File: src/rtl/bus_pkg.sv
// Shared definitions for the CPU/DMA bus arbiter.
//   state_t        - arbiter FSM states
//   MAX_GRANT_DEF  - default max DMA accesses per grant
//   READ_LAT_DEF   - default cycles from accepted DMA read to read data valid
//   CNT_W          - width of the per-grant access counter
package bus_pkg;

    localparam int MAX_GRANT_DEF = 16;
    localparam int READ_LAT_DEF  = 2;
    localparam int CNT_W         = 8;

    typedef enum logic [1:0] {
        IDLE  = 2'd0,
        HOLD  = 2'd1,
        GRANT = 2'd2,
        DRAIN = 2'd3
    } state_t;

endpackage

File: src/rtl/bus_arbiter_rd_pipe.sv
// bus_rd_pipe: READ_LAT-deep shift register tracking accepted DMA reads.
//   clk       in  clock
//   reset     in  synchronous active-high reset, drops all in-flight reads
//   rd_accept in  a DMA read was accepted this cycle
//   rvalid    out read data for the read accepted READ_LAT cycles ago is valid
//   busy      out at least one read is still in flight beyond this cycle
module bus_rd_pipe
    import bus_pkg::*;
#(
    parameter int READ_LAT = READ_LAT_DEF
) (
    input  logic clk,
    input  logic reset,
    input  logic rd_accept,
    output logic rvalid,
    output logic busy
);

    logic [READ_LAT-1:0] pipe_q;
    logic [READ_LAT-1:0] pipe_d;

    // The last stage is the read being delivered this cycle, so it does not
    // count as outstanding; the arbiter may leave DRAIN on that cycle and
    // cpu_hold still covers the final rvalid.
    generate
        if (READ_LAT == 1) begin : g_single
            always_comb pipe_d = rd_accept;
            assign busy = 1'b0;
        end else begin : g_multi
            always_comb pipe_d = {pipe_q[READ_LAT-2:0], rd_accept};
            assign busy = |pipe_q[READ_LAT-2:0];
        end
    endgenerate

    always_ff @(posedge clk) begin
        if (reset) pipe_q <= '0;
        else       pipe_q <= pipe_d;
    end

    assign rvalid = pipe_q[READ_LAT-1];

endmodule

File: src/rtl/bus_arbiter.sv
// CPU/DMA arbiter for a single shared RAM port. The CPU owns the RAM by
// default; a DMA request holds the CPU, waits for it to park, then grants the
// DMA up to MAX_GRANT single-cycle accesses before draining reads and handing
// the bus back. A cooldown flag forces at least one CPU fetch between grants.
//   clk, reset                      clock / synchronous active-high reset
//   cpu_hold  out                   ask CPU to park (HOLD, GRANT, DRAIN)
//   cpu_busy  in                    CPU is parked
//   cpu_addr/cpu_wdata/cpu_write    CPU master bus
//   dma_req   in                    DMA access request (one per cycle)
//   dma_addr/dma_wdata/dma_write    DMA master bus
//   dma_gnt   out                   DMA owns the bus this cycle
//   dma_rvalid out                  RAM read data belongs to a DMA read
//   mem_addr/mem_wdata/mem_write    shared RAM port
module bus_arbiter
    import bus_pkg::*;
#(
    parameter int MAX_GRANT = MAX_GRANT_DEF,
    parameter int READ_LAT  = READ_LAT_DEF
) (
    input  logic        clk,
    input  logic        reset,
    output logic        cpu_hold,
    input  logic        cpu_busy,
    input  logic [15:0] cpu_addr,
    input  logic [15:0] cpu_wdata,
    input  logic        cpu_write,
    input  logic        dma_req,
    input  logic [15:0] dma_addr,
    input  logic [15:0] dma_wdata,
    input  logic        dma_write,
    output logic        dma_gnt,
    output logic        dma_rvalid,
    output logic [15:0] mem_addr,
    output logic [15:0] mem_wdata,
    output logic        mem_write
);

    localparam logic [CNT_W-1:0] MAX_CNT = CNT_W'(MAX_GRANT);

    state_t           state_q, state_d;
    logic             cooldown_q, cooldown_d;
    logic [CNT_W-1:0] cnt_q, cnt_d;
    logic [CNT_W-1:0] cnt_inc;
    logic             accept;
    logic             rd_accept;
    logic             rd_busy;

    assign dma_gnt   = (state_q == GRANT);
    assign cpu_hold  = (state_q != IDLE);
    assign accept    = dma_gnt & dma_req;
    assign rd_accept = accept & ~dma_write;
    assign cnt_inc   = cnt_q + 1'b1;

    bus_rd_pipe #(.READ_LAT(READ_LAT)) u_rd_pipe (
        .clk       (clk),
        .reset     (reset),
        .rd_accept (rd_accept),
        .rvalid    (dma_rvalid),
        .busy      (rd_busy)
    );

    always_ff @(posedge clk) begin
        if (reset) begin
            state_q    <= IDLE;
            cooldown_q <= 1'b0;
            cnt_q      <= '0;
        end else begin
            state_q    <= state_d;
            cooldown_q <= cooldown_d;
            cnt_q      <= cnt_d;
        end
    end

    always_comb begin
        state_d    = state_q;
        cooldown_d = cooldown_q;
        cnt_d      = cnt_q;
        // A low cpu_busy means the CPU got a fetch in; the next grant may go.
        if (!cpu_busy) cooldown_d = 1'b0;
        case (state_q)
            IDLE: begin
                if (dma_req && !cooldown_q) state_d = HOLD;
            end
            HOLD: begin
                if (cpu_busy) begin
                    state_d = GRANT;
                    cnt_d   = '0;
                end
            end
            GRANT: begin
                if (!dma_req) begin
                    state_d = DRAIN;
                end else begin
                    cnt_d = cnt_inc;
                    if (cnt_inc == MAX_CNT) state_d = DRAIN;
                end
            end
            DRAIN: begin
                // Setting cooldown here takes priority over the clear above.
                if (!rd_busy) begin
                    state_d    = IDLE;
                    cooldown_d = 1'b1;
                end
            end
            default: state_d = IDLE;
        endcase
    end

    always_comb begin
        mem_addr  = cpu_addr;
        mem_wdata = cpu_wdata;
        mem_write = cpu_write;
        case (state_q)
            HOLD: begin
                mem_write = 1'b0;
            end
            GRANT: begin
                mem_addr  = dma_addr;
                mem_wdata = dma_wdata;
                mem_write = dma_write & dma_req;
            end
            DRAIN: begin
                mem_addr  = dma_addr;
                mem_wdata = dma_wdata;
                mem_write = 1'b0;
            end
            default: ;
        endcase
    end

endmodule

File: config.mk
export PLATFORM = sky130hd
export DESIGN_NAME = bus_arbiter
export DESIGN_NICKNAME = d
export VERILOG_FILES = /design/src/rtl/bus_pkg.sv /design/src/rtl/bus_arbiter_rd_pipe.sv /design/src/rtl/bus_arbiter.sv
export SDC_FILE = /design/constraint.sdc
export NUM_CORES = 1
export LEC_CHECK = 0
export ABC_AREA = 1
export BUFFER_PORTS_ARGS = -buffer_cell sky130_fd_sc_hd__buf_4
export CAP_MARGIN = 0
export CORE_ASPECT_RATIO = 1.2
export CORE_MARGIN = 1.5
export CORE_UTILIZATION = 42
export CTS_BUF_LIST = sky130_fd_sc_hd__clkbuf_8
export DETAILED_ROUTE_END_ITERATION = 12
export PLACE_DENSITY = 0.95
export SYNTH_ARGS = -nofsm -noshare
export SYNTH_HDL_FRONTEND = slang
export SYNTH_HIERARCHICAL = 1
export SYNTH_SLANG_ARGS = --single-unit
File: constraint.sdc
create_clock -name clk -period 4.5 [get_ports clk]
set_input_delay 0.225 -clock clk [delete_from_list [all_inputs] [get_ports clk]]
set_output_delay 0.225 -clock clk [all_outputs]
set_load 0.01 [all_outputs]
==> flow_summary.toml, run 1 <==
[finish]
drive_above_1_share_pct = 58.3
final_net_count = 336
layout.cells.most_common = "sky130_fd_sc_hd__buf_4"
final_util_pct = 77.9
antenna_cells = 0
most-common-layout-cells = "106 x sky130_fd_sc_hd__buf_4, 30 x sky130_fd_sc_hd__mux2_2, 26 x sky130_fd_sc_hd__nand2_1, 18 x sky130_fd_sc_hd__inv_1"
syn2layout_area_growth_pct = 72.3

[floorplanning]
start_util_pct = 45.2
core_sq_um = 2600
design.portCount = 106
dieHeight_microns = 61.0
chipWidth_microns = 51.3
rows = 20
fp.dieArea_sq_um = 3130

[global_routing]
largest_net_degree_at_the_start_of_global_routing = 33
vias_in_the_first_global_route = 1366
gr_ovfl_total = 0
first_pass_grt_wire_length_microns = 6000
grtUsageTotal_pct = 25.7
grt_antenna_before_repair = 0

[clocking]
clock_sink_count = 13
postCtsHoldBufs = 0
max-clock-path-buffers = 2
setup_fix_bufs_post_cts = 0
htree_num_levels = 1
post_cts_resize_count = 0
cts.root.buffer_cell = "sky130_fd_sc_hd__clkbuf_8"
cts-buffers-inserted = 3
tritoncts = "yes"
clk_pin_slew_ps = 50
clock_insertion_delay_worst_skew_ps = 250

[sta]
clock-skew-final_ps = 3.44
timing.hold.ws_ps = 220
hold_viol_final = 0
post_route_minimum_period_ps = 2360
slew_violations = 0
grt_setup_unrepaired = "no"
totalNegativeSetupSlack_ps = 0
worst_slew_pin_slew_ps = 543
setup_viol_count_final = 0
maxClockFrequency_ghz = 0.424
max_slew_margin_pct = 63.6
min_period_over_period_pct = 52.4

[setup_path]
worst_setup_path_start_kind = "flop"
setup.worst_path.end_class = "output port"
worstPathArrival_ps = 2130
ff2ff_path_depth = 6
timing.setup.critical_path_class = "flop to output port"
crit_path_max_fanout = 32
cp_required_ps = 4280

[power_and_ir_drop]
pwr_density_cell_nw_per_um2 = 397
max-vdd-ir-drop_mv = 0.371
p_leak_uw = 0.000993

[routing]
vias_per_cell = 4.97
detailroute.via_count = 1450
ant_nets = 0
drt_pre_antenna_iters = 4
drt-wirelength-per-cell_microns = 14.7
drtIter0Drc = 50
drc_violation_count_after_routing = 0
total_routed_length_microns = 4280

[job]
max_cap_violations = 0

[logic_synthesis]
synth-warning-count = 6
synth.avg_cell_area_sq_um = 7.64
post_synth_instance_area_sq_um = 1180
post_synth_num_cell_types = 23
netlist_instances = 154
synth.ff_latch_count = 13
number_of_nets_produced_by_synthesis = 230
synth.yosys.seq_area_share_pct = 22.1

[placement]
port-buffer-count = 105
dp_hpwl_microns = 3500
routabilityCongestion = 0.790

[hold_path]
hold_path_depth = 4
hp-class = "input port to flop"

[status]
status = "completed"
cell type report:
class | instances | area, sq um
tap | 33 | 41.3
fill | 189 | 576
timing repair buffer | 106 | 796
inverter | 19 | 71.3
clock buffer | 3 | 41.3
clock inverter | 1 | 3.75
multi-input combinational | 117 | 813
sequential | 13 | 260
routing by layer:
layer  up-vias  routed length [microns]  track usage (%)
met2        81                     2340             49.2
met3         6                      474             9.11
met5         -                        0                0
met4         0                       40             7.52
met1       643                     1420             26.3
li1        720                        -                -
cell usage after synthesis (all sizes together):
library cell | n | share of area, %
nand4 | 1 | 0.53
o21ai | 3 | 1.3
nand3 | 11 | 5.1
o21bai | 1 | 0.96
buf | 4 | 2.3
dfxtp | 13 | 22
nand2 | 29 | 9.9
clkbuf | 1 | 0.32
a211oi | 2 | 1.3
ha | 6 | 6.4
xor2 | 1 | 0.74
nor2 | 18 | 6.8
mux2 | 32 | 31
a21oi | 12 | 5.1
inv | 19 | 6.1
nor3 | 1 | 0.43
cells by family (layout without fill, tap and decap cells):
family,Yosys count,count (layout),share of synthesized area (%)
AOI/OAI and AO/OA,18,18,8.62
xor gates and xnor gates,1,1,0.745
adders and majority gates,6,6,6.38
buffers and inverters,24,129,8.72
DFF,13,13,22.1
muxes,32,32,30.6
and+or+nand+nor,60,60,22.8
through the flow:
step,instance area [sq um],total power [uW],instances,setup slack (ps)
3_3_place_gp,1980,680,288,2510
2_1_floorplan,1180,471,154,2690
5_1_grt,2030,851,292,2060
3_5_place_dp,1980,700,288,2430
6_report,2030,804,292,2140
4_1_cts,2030,806,292,2160
flip-flops by register name, summed over array words and instances, names as in the netlist:
signal            cells
state_q               2
u_rd_pipe/pipe_q      2
cnt_q                 8
cooldown_q            1
path summary, 6_finish.rpt:
path,slack [ps],startpoint,to
hold / removal,220,dma_write,u_rd_pipe/pipe_q[0]
setup / recovery,2140,state_q[0],mem_addr[5]
hold reg to reg,460,cooldown_q,cooldown_q
setup reg to reg,2760,state_q[0],cnt_q[1]
power by group:
part / internal (uW) / switching, uW
clock network: 60.4 / 44.2
logic: 295 / 261
registers: 129 / 14.4
critical path: stages (launching register included):
cell and delay (ps):
sky130_fd_sc_hd__dfxtp_1 390, sky130_fd_sc_hd__inv_1 110, sky130_fd_sc_hd__ha_1 330, sky130_fd_sc_hd__nor2_2 140, sky130_fd_sc_hd__buf_4 360, sky130_fd_sc_hd__mux2_2 400, sky130_fd_sc_hd__buf_4 150
Power figures use the tool's default switching activity.
==> run 2, diff against run 1 <==
Settings changed: CORE_UTILIZATION 42 to 35, PLACE_DENSITY 0.95 to 0.89.
Clock period 4.5 ns to 2 ns, I/O delays scaled along.
==> run 2 against run 1 <==
  * Largest power group unchanged
  * Highest routed layer unchanged
  * Critical path type unchanged
  * Global-route usage fell by 5.5 points
  * First-iteration DRC count down 34%
  * Core utilization shrank 11 points
  * Sequential share of layout area shrank 0.29 points
==> flow_summary.toml, run 2 (synthesized netlist as in run 1, its figures left out) <==
[placement]
port-buffer-count = 105
routabilityCongestion = 0.780
dp_hpwl_microns = 3420
pre_cts_slack_ps = 300
placed_cells_incl_taps = 292
placed_cell_area_sq_um = 2010

[clocking]
cts-buffers-inserted = 3
clk_pin_slew_ps = 60
cts.root.buffer_cell = "sky130_fd_sc_hd__clkbuf_8"
max-clock-path-buffers = 2
clock_sink_count = 13
clock_insertion_delay_worst_skew_ps = 250
htree_num_levels = 1
tritoncts = "yes"

[sta]
hold_viol_final = 0
post_route_minimum_period_ps = 1890
totalNegativeSetupSlack_ps = 0
setup_viol_count_final = 0
grt_setup_unrepaired = "no"
finalWorstSetupSlack_ps = 110
min_period_over_period_pct = 94.5
worst_slew_pin_slew_ps = 459
slew_violations = 0
max_slew_margin_pct = 69.2
maxClockFrequency_ghz = 0.529
clock-skew-final_ps = 2.23

[setup_path]
cp.buffers_inverters = 3
crit_path_max_fanout = 16
slowest_stage = "sky130_fd_sc_hd__dfxtp_2"
setup.worst_path.end_class = "output port"
crit_path_start = "state_q[0]"
ff2ff_path_depth = 7
crit_path_cell_trace = "inv_1 > ha_1 > nor2_4 > clkbuf_16 > mux2_2 > buf_4"
critPathMaxStageDelay_ps = 350
worstPathArrival_ps = 1790
top_delay_family_on_crit_path = "buffers and inverters"
worstSetupPathDepth = 6
cp_required_ps = 1900
timing.setup.critical_path_class = "flop to output port"
worst_setup_path_start_kind = "flop"
timing.rr.start = "state_q[0]"

[floorplanning]
design.portCount = 106
dieHeight_microns = 66.5
core_sq_um = 3140
rows = 22
start_util_pct = 37.5
fp.dieArea_sq_um = 3720
chipWidth_microns = 55.9

[global_routing]
gr_ovfl_total = 0
grt_antenna_before_repair = 0
largest_net_degree_at_the_start_of_global_routing = 33
grtUsageTotal_pct = 20.2
vias_in_the_first_global_route = 1313
first_pass_grt_wire_length_microns = 5850

[power_and_ir_drop]
design_power_total_uw = 1900
p_leak_uw = 0.00102
max-vdd-ir-drop_mv = 0.617
pwr_density_cell_nw_per_um2 = 911

[finish]
antenna_cells = 0
top_register = "cnt_q"
largest_register_ffs = 8
syn2layout_area_growth_pct = 77.1
most-common-layout-cells = "106 x sky130_fd_sc_hd__buf_4, 30 x sky130_fd_sc_hd__mux2_2, 26 x sky130_fd_sc_hd__nand2_1, 17 x sky130_fd_sc_hd__inv_1, 13 x sky130_fd_sc_hd__nor2_1"
final_net_count = 338
final_cell_area_sq_um = 2080
fillCellCount = 240
top_registers = "cnt_q: 8 flops, state_q: 2 flops, u_rd_pipe/pipe_q: 2 flops"
layout.cells.most_common = "sky130_fd_sc_hd__buf_4"
drive_above_1_share_pct = 59.4
final-instance-count-excl-fill = 297

[hold_path]
hold_path_depth = 4
hold_path_startpoint = "dma_write"
hp-class = "input port to flop"

[routing]
detailroute.via_count = 1419
drc_violation_count_after_routing = 0
total_routed_length_microns = 4230
ant_nets = 0
drtIter0Drc = 33
drt_pre_antenna_iters = 4
vias_per_cell = 4.78
drt-wirelength-per-cell_microns = 14.2

[status]
status = "completed"

[job]
max_cap_violations = 0
-- run 2: cell count changes in the layout (fill, tap and decap cells not counted), sizes merged --
| cell | before | now |
|---|---|---|
| buf | 106 | 107 |
| clkbuf | 3 | 4 |
| clkinv | 0 | 1 |
| inv | 20 | 19 |
-- run 2: through the flow --
step                      hold WS (ps)  utilization, %
final                             83.9            66.4
after detailed placement           346            63.9
after floorplan                    171               -
after global placement             337            63.9
after global routing               120            66.4
after CTS                         82.6            65.4
-- run 2: path summary, 6_finish.rpt --
path | end | slack [ps]
worst min register to register | cooldown_q | 460
worst min-delay path | u_rd_pipe/pipe_q[0] | 80
worst max-delay path | mem_wdata[14] | 110
worst max register to register | cnt_q[1] | 280
-- run 2: power breakdown --
part / internal, uW / leakage [uW] / switching (uW)
clock: 138 / 0.0000255 / 102
combinational: 741 / 0.000887 / 594
sequential: 293 / 0.000106 / 29.3
-- run 2: layout make-up --
| class | count | area (sq um) | area share (%) |
|---|---|---|---|
| sequential | 13 | 262 | 12.6 |
| timing repair buffer | 108 | 841 | 40.4 |
| tap | 36 | 45.0 | 2.16 |
| inverter | 19 | 71.3 | 3.42 |
| multi-input combinational | 117 | 818 | 39.3 |
| clock buffer | 3 | 41.3 | 1.98 |
| clock inverter | 1 | 5.00 | 0.240 |
-- run 2: timing repair --
action                                  CTS  global route
buffers inserted                          0             0
hold buffers                              0             0
gates resized for setup                   0             2
endpoints found under the setup margin    0            32
-- run 2: tightest hold or removal path, delay by kind of cell --
kind | cells | cell delay, ps
simple gates | 2 | 70
buf+inv | 2 | 120
-- run 2: layer usage --
layer | vias to the layer above | track usage (%) | wire [microns]
met1 | 624 | 20.9 | 1510
met2 | 64 | 39.7 | 2380
met5 | - | 0 | 0
met4 | 0 | 7.14 | 55
li1 | 726 | - | -
met3 | 5 | 4.27 | 274
==> run 3, diff against run 2 <==
Settings changed: BUFFER_PORTS_ARGS -buffer_cell sky130_fd_sc_hd__buf_4 to -buffer_cell sky130_fd_sc_hd__buf_2.
==> run 3 against run 2 <==
  * Clock-buffer cell count unchanged
  * Maximum frequency grew 0.49%
  * Critical endpoint is now mem_addr[4]
  * Highest routed layer unchanged
  * Design area decreased by 13%
==> flow_summary.toml, run 3 (synthesized netlist as in run 1, its figures left out) <==
[status]
status = "completed"

[routing]
dr_wl_met2_microns = 2130
total_routed_length_microns = 4100
drt-wirelength-per-cell_microns = 13.8
detailroute.via_count = 1467
top_layer = "met4"
drtIter0Drc = 58
ant_nets = 0
drt_pre_antenna_iters = 5
vias_per_cell = 4.94
met3RoutedLength_microns = 296
drc_violation_count_after_routing = 0
drt-met1-wl_microns = 1520

[clocking]
clk_pin_slew_ps = 60
cts-buffers-inserted = 3
postCtsHoldBufs = 0
cts.root.buffer_cell = "sky130_fd_sc_hd__clkbuf_8"
max-clock-path-buffers = 2
htree_num_levels = 1
clock_sink_count = 13
clock_insertion_delay_worst_skew_ps = 250
tritoncts = "yes"

[placement]
placed_cell_area_sq_um = 1740
dp_hpwl_microns = 3330
routabilityCongestion = 0.824
port-buffer-count = 105

[sta]
min_period_over_period_pct = 94.0
slew_violations = 0
maxClockFrequency_ghz = 0.532
post_route_minimum_period_ps = 1880
clock-skew-final_ps = 2.05
worst_slew_pin_slew_ps = 546
setup_viol_count_final = 0
grt_setup_unrepaired = "no"
max_slew_margin_pct = 63.4
totalNegativeSetupSlack_ps = 0
hold_viol_final = 0

[finish]
final_cell_area_sq_um = 1820
largest_register_ffs = 8
layout.cells.most_common = "sky130_fd_sc_hd__buf_2"
top_registers = "cnt_q: 8 flops, state_q: 2 flops, u_rd_pipe/pipe_q: 2 flops"
most-common-layout-cells = "105 x sky130_fd_sc_hd__buf_2, 30 x sky130_fd_sc_hd__mux2_2, 26 x sky130_fd_sc_hd__nand2_1, 18 x sky130_fd_sc_hd__inv_1, 13 x sky130_fd_sc_hd__nor2_1"
final_net_count = 338
top_register = "cnt_q"
drive_above_1_share_pct = 59.0
final_util_pct = 58.0
antenna_cells = 0
syn2layout_area_growth_pct = 54.7

[global_routing]
gr_ovfl_total = 0
grtUsageTotal_pct = 19.7
grt_antenna_before_repair = 0
first_pass_grt_wire_length_microns = 5660
largest_net_degree_at_the_start_of_global_routing = 33
vias_in_the_first_global_route = 1308

[setup_path]
slowest_stage = "sky130_fd_sc_hd__dfxtp_2"
timing.rr.end = "cnt_q[0]"
top_delay_family_on_crit_path = "buffers and inverters"
timing.setup.critical_path_class = "flop to output port"
setup.worst_path.end_class = "output port"
critPathMaxStageDelay_ps = 350
cp.buffers_inverters = 3
timing.rr.start = "state_q[0]"
worstPathArrival_ps = 1780
worst_setup_path_start_kind = "flop"
ff2ff_path_depth = 10
crit_path_max_fanout = 16
cp_required_ps = 1900
rrSetupSlack_ps = 330
crit_path_cell_trace = "inv_1 > ha_1 > nor2_4 > clkbuf_16 > mux2_2 > buf_2"

[floorplanning]
chipWidth_microns = 55.9
dieHeight_microns = 66.5
fp.dieArea_sq_um = 3720
start_util_pct = 37.5
design.portCount = 106
rows = 22
core_sq_um = 3140

[hold_path]
hold_path_startpoint = "dma_write"
min_to = "u_rd_pipe/pipe_q[0]"
hold_path_depth = 4
hp-class = "input port to flop"

[power_and_ir_drop]
pwr_density_cell_nw_per_um2 = 961
max-vdd-ir-drop_mv = 0.722
p_leak_uw = 0.000931

[job]
max_cap_violations = 0
run 3: cell types whose count changed in the layout (fill, tap and decap cells not counted), sizes merged:
cell    delta
clkinv     -1
inv        +1
run 3: area by class of cell:
class                      instances  area [sq um]
fill                             297          1320
multi-input combinational        117           818
timing repair buffer             108           578
sequential                        13           262
inverter                          19          71.3
tap                               36          45.0
clock buffer                       3          41.3
clock inverter                     1          3.75
run 3: worst max path at each step:
stage,startpoint,to,slack [ps],depth (start not counted)
floorplan,state_q[0],mem_wdata[3],310,6
global placement,state_q[0],mem_wdata[7],360,6
detailed placement,state_q[0],cnt_q[2],330,11
CTS,state_q[0],mem_wdata[15],60,6
global route,state_q[0],mem_wdata[1],30,6
finish,state_q[0],mem_addr[4],120,6
run 3: timing repair:
| item | in CTS | in global routing |
|---|---|---|
| setup buffers | 0 | 0 |
| resized for setup | 0 | 2 |
| setup endpoints to repair | 0 | 32 |
run 3: worst reg2reg max path: stages, from the launching register on:
cell                       delay [ps]
sky130_fd_sc_hd__dfxtp_2          350
sky130_fd_sc_hd__inv_1             70
sky130_fd_sc_hd__ha_1             250
sky130_fd_sc_hd__buf_4            170
sky130_fd_sc_hd__nand2_1          120
sky130_fd_sc_hd__inv_2             60
sky130_fd_sc_hd__nor2_1           100
sky130_fd_sc_hd__nor2_1            50
sky130_fd_sc_hd__inv_2            150
sky130_fd_sc_hd__a21oi_1           60
sky130_fd_sc_hd__a211oi_1         200
run 3: layer usage:
layer,up-vias,GRT usage [%]
li1,723,-
met1,661,20.4
met2,71,35.4
met3,12,5.63
met4,0,11.6
met5,-,0
run 3: power breakdown:
| group | total [uW] | switching [uW] | internal, uW |
|---|---|---|---|
| Sequential | 321 | 27.7 | 293 |
| Combinational | 1180 | 589 | 591 |
| Clock | 247 | 111 | 136 |
run 3: through the flow:
| stage | total power [uW] | setup slack [ps] | hold WS [ps] | cells |
|---|---|---|---|---|
| detailed placement | 1440 | 332 | 361 | 292 |
| global placement | 1410 | 356 | 354 | 292 |
| floorplan | 1060 | 315 | 171 | 154 |
| global route | 1860 | 33.7 | 109 | 297 |
| finish | 1750 | 119 | 98.2 | 297 |
| CTS | 1680 | 56.8 | 100 | 296 |
